### src/rtl/motor_pkg.sv
// motor_pkg: state encodings and default widths shared by the soft motor driver.
package motor_pkg;
   localparam int STATE_W      = 3;
   localparam int PWM_BITS_DEF = 8;
   localparam int DUTY_MAX_DEF = 255;
   typedef enum logic [STATE_W-1:0] {
      IDLE      = 3'd0,
      RAMP_UP   = 3'd1,
      RUN       = 3'd2,
      RAMP_DOWN = 3'd3,
      LOCKOUT   = 3'd4
   } state_e;
endpackage

### src/rtl/motor_pwm_gen.sv
// motor_pwm_gen: glitch-free PWM; duty is latched into a shadow register only at period start.
// With MOTOR_BRAKE_EN an idle flag reports that the output cannot go high this period.
module motor_pwm_gen import motor_pkg::*; #(
   parameter int PWM_BITS = PWM_BITS_DEF
) (
   input  logic                clk,
   input  logic                rst_n,
   input  logic [PWM_BITS-1:0] duty_i,
   input  logic                force_zero_i,
`ifdef MOTOR_BRAKE_EN
   output logic                idle_o,
`endif
   output logic                pwm_o
);
   logic [PWM_BITS-1:0] cnt_q, shadow_q, shadow_d;
   logic                pwm_q, pwm_d;
   always_comb begin
      shadow_d = force_zero_i ? '0 : (cnt_q == '0) ? duty_i : shadow_q;
      pwm_d    = !force_zero_i && (cnt_q < shadow_d);
   end
   always_ff @(posedge clk or negedge rst_n)
      if (!rst_n) begin
         cnt_q    <= '0;
         shadow_q <= '0;
         pwm_q    <= 1'b0;
      end else begin
         cnt_q    <= cnt_q + 1'b1;
         shadow_q <= shadow_d;
         pwm_q    <= pwm_d;
      end
   assign pwm_o = pwm_q;
`ifdef MOTOR_BRAKE_EN
   assign idle_o = !pwm_q && (shadow_q == '0);
`endif
endmodule

### src/rtl/motor_soft_driver.sv
// motor_soft_driver: soft-start/soft-stop PWM motor driver with stop lockout.
// Define MOTOR_BRAKE_EN to add the brake_out port and post-stop brake hold.
module motor_soft_driver import motor_pkg::*; #(
   parameter int PWM_BITS = PWM_BITS_DEF,
   parameter int DUTY_MAX = DUTY_MAX_DEF,
   parameter int RAMP_DIV = 100000
`ifdef MOTOR_BRAKE_EN
   , parameter int BRAKE_TICKS = 50
`endif
) (
   input  logic                clk,
   input  logic                reset,
   input  logic                cmd_on,
   input  logic                stop,
   output logic                pwm_out,
   output logic                running,
   output logic [1:0]          state,
   output logic [PWM_BITS-1:0] duty
`ifdef MOTOR_BRAKE_EN
   , output logic              brake_out
`endif
);
   localparam int TW = $clog2(RAMP_DIV);
   localparam logic [PWM_BITS-1:0] DMAX = PWM_BITS'(DUTY_MAX);
   state_e              state_q, state_d;
   logic [PWM_BITS-1:0] duty_q, duty_d;
   logic [TW-1:0]       tick_q, tick_d;
   logic                tick;
   always_comb begin
      tick    = tick_q == TW'(RAMP_DIV - 1);
      tick_d  = tick ? '0 : tick_q + 1'b1;
      state_d = state_q;
      duty_d  = duty_q;
      // Direction changes are tested before the tick so a coinciding tick never moves duty.
      if (stop) begin
         state_d = LOCKOUT;
         duty_d  = '0;
      end else
         case (state_q)
            IDLE:    if (cmd_on) state_d = RAMP_UP;
            RAMP_UP:
               if (!cmd_on) state_d = RAMP_DOWN;
               else if (duty_q >= DMAX) begin
                  state_d = RUN;
                  duty_d  = DMAX;
               end else if (tick) begin
                  duty_d  = duty_q + 1'b1;
                  state_d = (duty_d == DMAX) ? RUN : RAMP_UP;
               end
            RUN: begin
               duty_d  = DMAX;
               state_d = cmd_on ? RUN : RAMP_DOWN;
            end
            RAMP_DOWN:
               if (cmd_on) state_d = RAMP_UP;
               else if (duty_q == '0) state_d = IDLE;
               else if (tick) begin
                  duty_d  = duty_q - 1'b1;
                  state_d = (duty_d == '0) ? IDLE : RAMP_DOWN;
               end
            LOCKOUT: begin
               duty_d  = '0;
               state_d = cmd_on ? LOCKOUT : IDLE;
            end
            default: begin
               state_d = IDLE;
               duty_d  = '0;
            end
         endcase
   end
`ifdef MOTOR_BRAKE_EN
   localparam int BW = $clog2(BRAKE_TICKS + 1);
   logic [BW-1:0] brake_q, brake_d;
   logic          pwm_idle;
   // The hold only counts down once the last PWM period has drained.
   always_comb
      brake_d = (state_d != IDLE) ? '0
              : (state_q == RAMP_DOWN) ? BW'(BRAKE_TICKS)
              : (tick && pwm_idle && brake_q != '0) ? brake_q - 1'b1 : brake_q;
   assign brake_out = pwm_idle && (state_q == LOCKOUT || brake_q != '0);
`endif
   always_ff @(posedge clk or negedge reset)
      if (!reset) begin
         state_q <= IDLE;
         duty_q  <= '0;
         tick_q  <= '0;
`ifdef MOTOR_BRAKE_EN
         brake_q <= '0;
`endif
      end else begin
         state_q <= state_d;
         duty_q  <= duty_d;
         tick_q  <= tick_d;
`ifdef MOTOR_BRAKE_EN
         brake_q <= brake_d;
`endif
      end
   motor_pwm_gen #(.PWM_BITS(PWM_BITS)) u_pwm (
      .clk          (clk),
      .rst_n        (reset),
      .duty_i       (duty_q),
      .force_zero_i (stop),
`ifdef MOTOR_BRAKE_EN
      .idle_o       (pwm_idle),
`endif
      .pwm_o        (pwm_out)
   );
   assign state   = (state_q == LOCKOUT) ? 2'd0 : state_q[1:0];
   assign running = state_q == RAMP_UP || state_q == RUN || state_q == RAMP_DOWN;
   assign duty    = duty_q;
endmodule

### config.mk
export PLATFORM = sky130hd
export DESIGN_NAME = motor_soft_driver
export DESIGN_NICKNAME = d
export VERILOG_FILES = /design/src/rtl/motor_pkg.sv /design/src/rtl/motor_pwm_gen.sv /design/src/rtl/motor_soft_driver.sv
export SDC_FILE = /design/constraint.sdc
export NUM_CORES = 1
export LEC_CHECK = 0
export ABC_AREA = 1
export CORE_ASPECT_RATIO = 0.9
export CORE_MARGIN = 2
export CORE_UTILIZATION = 45
export DETAILED_ROUTE_END_ITERATION = 10
export PLACE_DENSITY = 0.65
export SLEW_MARGIN = 20
export SYNTH_ARGS = -nofsm -noshare
export SYNTH_HDL_FRONTEND = slang
export SYNTH_SLANG_ARGS = --single-unit
export TNS_END_PERCENT = 50
### constraint.sdc
create_clock -name clk -period 2.1 [get_ports clk]
set_input_delay 0.42 -clock clk [delete_from_list [all_inputs] [get_ports clk]]
set_output_delay 0.42 -clock clk [all_outputs]
set_load 0.03 [all_outputs]
# [Yosys cells after proc, flatten, opt, wreduce, memory -nomap -nowiden]
# Index checks and enable logic that the tools add are counted.
[word_totals] ram_bits=0 word_cells=62 rom_bits=0 out_inout_bits=12 regBits=45 latchBits=0 mem_count=0 in_bits=4
[op_classes] bitwise=0 n_eq_ne=15 n_div=0 order_cmp=2 n_reduce_logical=10 mul=0 mux=25 addsub=4 n_shift=0
[ops] cell="8-bit 2-to-1 mux" count=9
[ops] cell="8-bit one-hot mux with 4 select lines" count=1
[ops] cell="3-bit 2-to-1 mux" count=9
[ops] cell="8-bit zero test" count=3
[ops] cell="17-bit by 1-bit adder with 17-bit output, second input constant" count=1
[ops] cell="17-bit equality test, second input constant" count=1
[ops] cell="17-bit 2-to-1 mux" count=1
[ops] cell="8-bit by 1-bit adder with 8-bit output, second input constant" count=2
[ops] cell="3-bit != test, second input constant" count=5
[ops] cell="3-bit one-hot mux with 5 select lines" count=1
[ops] cell="5-bit != test, second input constant" count=2
[ops] cell="8-bit equality test, second input constant" count=1
[ops] cell="8-bit >= comparator, second input constant" count=1
[ops] cell="8-bit < comparator" count=1
[ops] cell="8-bit by 1-bit subtractor with 8-bit output, second input constant" count=1
[ops] cell="3-bit by 2-bit equality test with 1-bit output, second input constant" count=2
[ops] cell="2-bit 2-to-1 mux" count=3
[ops] cell="6-bit AND reduction" count=1
[ops] cell="4-bit != test, second input constant" count=1
[ops] cell="3-bit by 1-bit equality test with 1-bit output, second input constant" count=1
[ops] cell="3-bit equality test, second input constant" count=1
[ops] cell="3-bit zero test" count=1
[ops] cell="3-bit AND reduction" count=1
[ops] cell="1-bit logical OR" count=2
[ops] cell="4 further kinds" count=4

# [Longest topological paths before layout]
[logic_depth] depth_word=8 depth_mapped=14 ltp_nobuf=14

# [Hierarchy]
# From an unflattened synthesis, not the netlist that was laid out.
[hier_totals] hier_cells=409 hier_area_um2=2992.9
[modules_own_cells] mod="motor_soft_driver" cells_each=300 area_each_um2=2000.7 n_inst=1 seq_area_each_um2=700.7
[modules_own_cells] mod="motor_pwm_gen" cells_each=109 area_each_um2=992.2 n_inst=1 seq_area_each_um2=425.4

# [Least setup slack after synthesis]
# Ideal clock, no wire load.
[synth_timing] path_type="register to register" start="reg u_pwm.cnt_q[0]" end="reg u_pwm.pwm_q, in the netlist u_pwm.pwm_o" synth_period_minus_slack_ns=2.129 n_path_buf=0 slack_ns=-0.029 path_stages_with_launch=13 arrival_ns=2.052 setup_ns=0.077 required_time_ns=2.023 cell_sequence="dfrtp_1 > inv_1 > ha_1 > nor3b_1 > nand2_1 > inv_1 > nor2_1 > nor3_1 > inv_1 > ha_1 > a21oi_1 > o211ai_1 > a21oi_1"
[synth_between] elab_chain_len=5
[synth_lines] element="start: declaration" line="motor_pwm_gen.sv:15" rtl="logic [PWM_BITS-1:0] cnt_q, shadow_q, shadow_d;"
[synth_lines] element="start signal: assignment" line="motor_pwm_gen.sv:27" rtl="cnt_q <= cnt_q + 1'b1;"
[synth_lines] element="8-bit zero test" line="motor_pwm_gen.sv:18" rtl="shadow_d = force_zero_i ? '0 : (cnt_q == '0) ? duty_i : shadow_q;"
[synth_lines] element="8-bit 2-to-1 mux (2 in series)" line="motor_pwm_gen.sv:18"
[synth_lines] element="named net u_pwm.shadow_d[5]" line="motor_pwm_gen.sv:15"
[synth_lines] element="8-bit < comparator" line="motor_pwm_gen.sv:19" rtl="pwm_d = !force_zero_i && (cnt_q < shadow_d);"
[synth_lines] element="1-bit logical AND" line="motor_pwm_gen.sv:19"
[synth_lines] element="named net u_pwm.pwm_d" line="motor_pwm_gen.sv:16" rtl="logic pwm_q, pwm_d;"
[synth_lines] element="end signal: assignment" line="motor_pwm_gen.sv:29" rtl="pwm_q <= pwm_d;"
[synth_lines] element="end: declaration" line="motor_pwm_gen.sv:16"
# The timed path passes the listed nets, and every way through them passes these cells.
# A chain may end at the register's enable or synchronous reset.

# [Final worst setup path]
# Same ends and word-level chain as after synthesis.

==> summary.txt <==
Setup path
  • Worst path most repeated cell: a21oi_2
  • Critical Path RT: 2280 ps
  • Worst Setup End Kind: flop
  • Biggest cell delay along the critical path: 360 ps
  • Worst-path maximum fanout: 8
  • Crit path cell chain: inv_2, ha_2, nor3b_4, nand2_2, buf_6, nor2_2, nor3_2, inv_1, ha_4, a21oi_2, o211ai_1, a21oi_2
  • Family with the most delay on the worst path: simple AND/OR/NAND/NOR gates
  • Critical path class: flop to flop
  • Worst path slowest cell: dfrtp_1
  • Worst Setup Start Kind: flop
  • CP bufs+invs: 3
  • CP arrival: 2260 ps

Global routing
  • Initial antenna violation count: 0
  • GRT overflow: 0
  • Pin count of the biggest net entering global routing: 46
  • Number of global-route vias before repair: 2,497
  • First-pass GRT wire length: 11,420 µm
  • Total track usage: 19.27%

STA
  • Slew at the pin closest to its max-slew limit: 572.8 ps
  • Fin. max-slew vios: 0
  • Slew Limit Headroom: 61.81%
  • RSZ-0062 raised after global routing: yes
  • Minimum clock period: 2078 ps
  • Clk_skew: 7.338 ps
  • Final hold viol count: 0
  • Final setup violation count: 0
  • Fmax: 0.4812 GHz
  • Tcrit/Tclk final: 98.95%
  • Setup TNS Final: 0 ps

Pwr
  • Clk pwr share: 34.5%
  • Switching Power: 0.3955 mW
  • Net Sw Frac: 25.11%
  • Internal: 1.179 mW
  • Leak Pwr: 1.772 nW
  • Sequential power share: 56.1%
  • Worst VDD drop: 0.0003327 V
  • Comb pwr share: 9.5%
  • PD cells: 438.4 nW/µm²

Floorplanning
  • Initial Utilization: 45.91%
  • Die H: 81.14 µm
  • I/O Pins: 16
  • Row count: 28
  • Core area: 6481 µm²
  • Full die area: 7279 µm²
  • Die Wd: 89.71 µm

Layout
  • Ant. Diodes: 0
  • Share of cells above drive strength 1: 18.06%
  • FF/Latch Area: 1129 µm²
  • Post-synthesis to final-layout area growth: 20.73%
  • Fillers: 634
  • Most frequent cells in the layout: nand2_1 (90), inv_1 (65), nor2_1 (54)
  • Multi-input gate area: 1669 µm²
  • Leading cell type in the layout, fill and taps excluded: nand2_1
  • Fin cells: 544
  • Final nets: 473

Synthesis
  • Asr flop ratio synth: 100.0%
  • Mean area per synthesized cell: 7.152 µm²
  • Register bit count reported by yosys: 45
  • Syn Nets: 435
  • Netlist Area Pre-Place: 2975 µm²
  • Synth Area in Compound Gates: 10.60%
  • Post-synthesis simple-gate area fraction: 32.34%
  • Yosys Warn Count: 0
  • Main combinational cell family by area after synthesis: simple AND/OR/NAND/NOR gates
  • Post-Synth Adder-Cell Area: 6.308%
  • Post-Synthesis Cells: 416
  • Mux cell area share after synthesis: 0%
  • Top FF cell, synth: dfrtp_1
  • Seq/Total Area, Yosys: 37.85%
  • Synth Area in XOR/XNOR: 2.649%
  • Post-synthesis cell type count: 32
  • Post-synth EDFFs: 0

CTS
  • Total CTS buffers: 5
  • Clock transition at path regs: 80 ps
  • Clk root buf: clkbuf_8
  • Clock Tree Buf Depth: 2
  • H-Tree Depth: 2
  • Clk_lat worst skew: 300 ps
  • Sink Count: 45
  • CTS tree: yes

Placed design
  • Post-DP HPWL: 5035 µm
  • Port bufs: 15
  • Gpl congestion: 0.9924
  • Placed insts: 533

Routing
  • Final wirelength: 6852 µm
  • Wire per inst: 12.60 µm
  • Residual DRC count: 0
  • ANT nets after route: 0
  • Via density per instance: 4.969
  • Via count: 2,703
  • 1st-iter DRT viols: 188
  • Initial DRT Pass Iterations: 4

Outcome
  • Status: completed

Job
  • Max-Cap Viols: 0

Hold path
  • HP Class: primary input to asynchronous set/reset pin
[cells by family (layout without fill, tap and decap cells)]
| kind of cell | Yosys count | after routing |
|---|---|---|
| adder cells (fa/ha/maj) | 15 | 15 |
| buffers and inverters | 76 | 114 |
| AO/OA/AOI/OAI | 52 | 52 |
| AND/OR/NAND/NOR | 219 | 219 |
| XOR/XNOR | 9 | 9 |
| flip-flops | 45 | 45 |
[metrics by stage]
step                worst slack, ps  instance area (µm²)  util (%)  hold WS, ps  power [mW]
floorplan                     7.555                 2975         -        124.4      0.9869
global placement              43.76                 3339     51.53        450.5       1.048
detailed placement           -39.78                 3339     51.53        458.9       1.048
CTS                           1.820                 3446     53.17        219.7       1.588
global route                 -115.6                 3592     55.42        263.2       1.647
finish                        22.06                 3592     55.42        188.6       1.575
[final timing paths]
kind / from / to / slack, ps / depth (start not counted)
setup / recovery: u_pwm.cnt_q[0] / u_pwm.pwm_o / 20 / 12
hold / removal: reset / tick_q[2] / 190 / 2
setup reg to reg: u_pwm.cnt_q[0] / u_pwm.pwm_o / 20 / 12
hold reg to reg: tick_q[0] / tick_q[0] / 470 / 1
max in group asynchronous: reset / duty[0] / 1470 / 2
min in group clk: tick_q[0] / tick_q[0] / 470 / 1
[registers in the layout (all words and copies together) (netlist names)]
name and count:
u_pwm.cnt_q 8, tick_q 17, u_pwm.pwm_o 1, duty 8, u_pwm.shadow_q 8, state_q 3
[cell type report]
cell class / instances / share of cell area, %
timing repair buffer: 37 / 9.161
multi-input combinational: 295 / 46.46
sequential: 45 / 31.42
clock buffer: 7 / 2.403
tap: 90 / 3.135
inverter: 70 / 7.419
[repair_timing]
action,in CTS,in global routing
setup endpoints to repair,1,11
buffers inserted,0,4
hold buffers,0,0
gates resized for setup,4,30
pin swaps,0,16
[routing by layer]
layer,vias up,wire length [µm],global-route usage [%]
li1,1397,-,-
met1,1244,3310,26.58
met2,55,3222,32.58
met3,7,273,3.432
met4,0,46,3.538
met5,-,0,0
[Yosys cell counts (4+ instances only)]
master	number	area, µm²
nand2_1	93	349.1
nor2_1	62	232.7
o21ai_2	8	70.07
nand3_1	26	130.1
nand4_1	10	62.56
dfrtp_1	45	1126
nor3_1	14	70.07
o21ai_0	19	95.09
ha_1	15	187.7
a31oi_1	4	25.02
inv_1	67	251.5
nand2_2	4	25.02
a21oi_1	13	65.06
o211ai_1	4	30.03
xor2_1	8	70.07
[power groups by stage]
stage	clock network (mW)	logic, mW	registers (mW)
6_report	0.543	0.149	0.883
5_1_grt	0.594	0.168	0.884
4_1_cts	0.556	0.149	0.883
3_5_place_dp	0	0.148	0.900
3_3_place_gp	0	0.148	0.900
2_1_floorplan	0	0.0872	0.900
(Power assumes the default switching activity.)
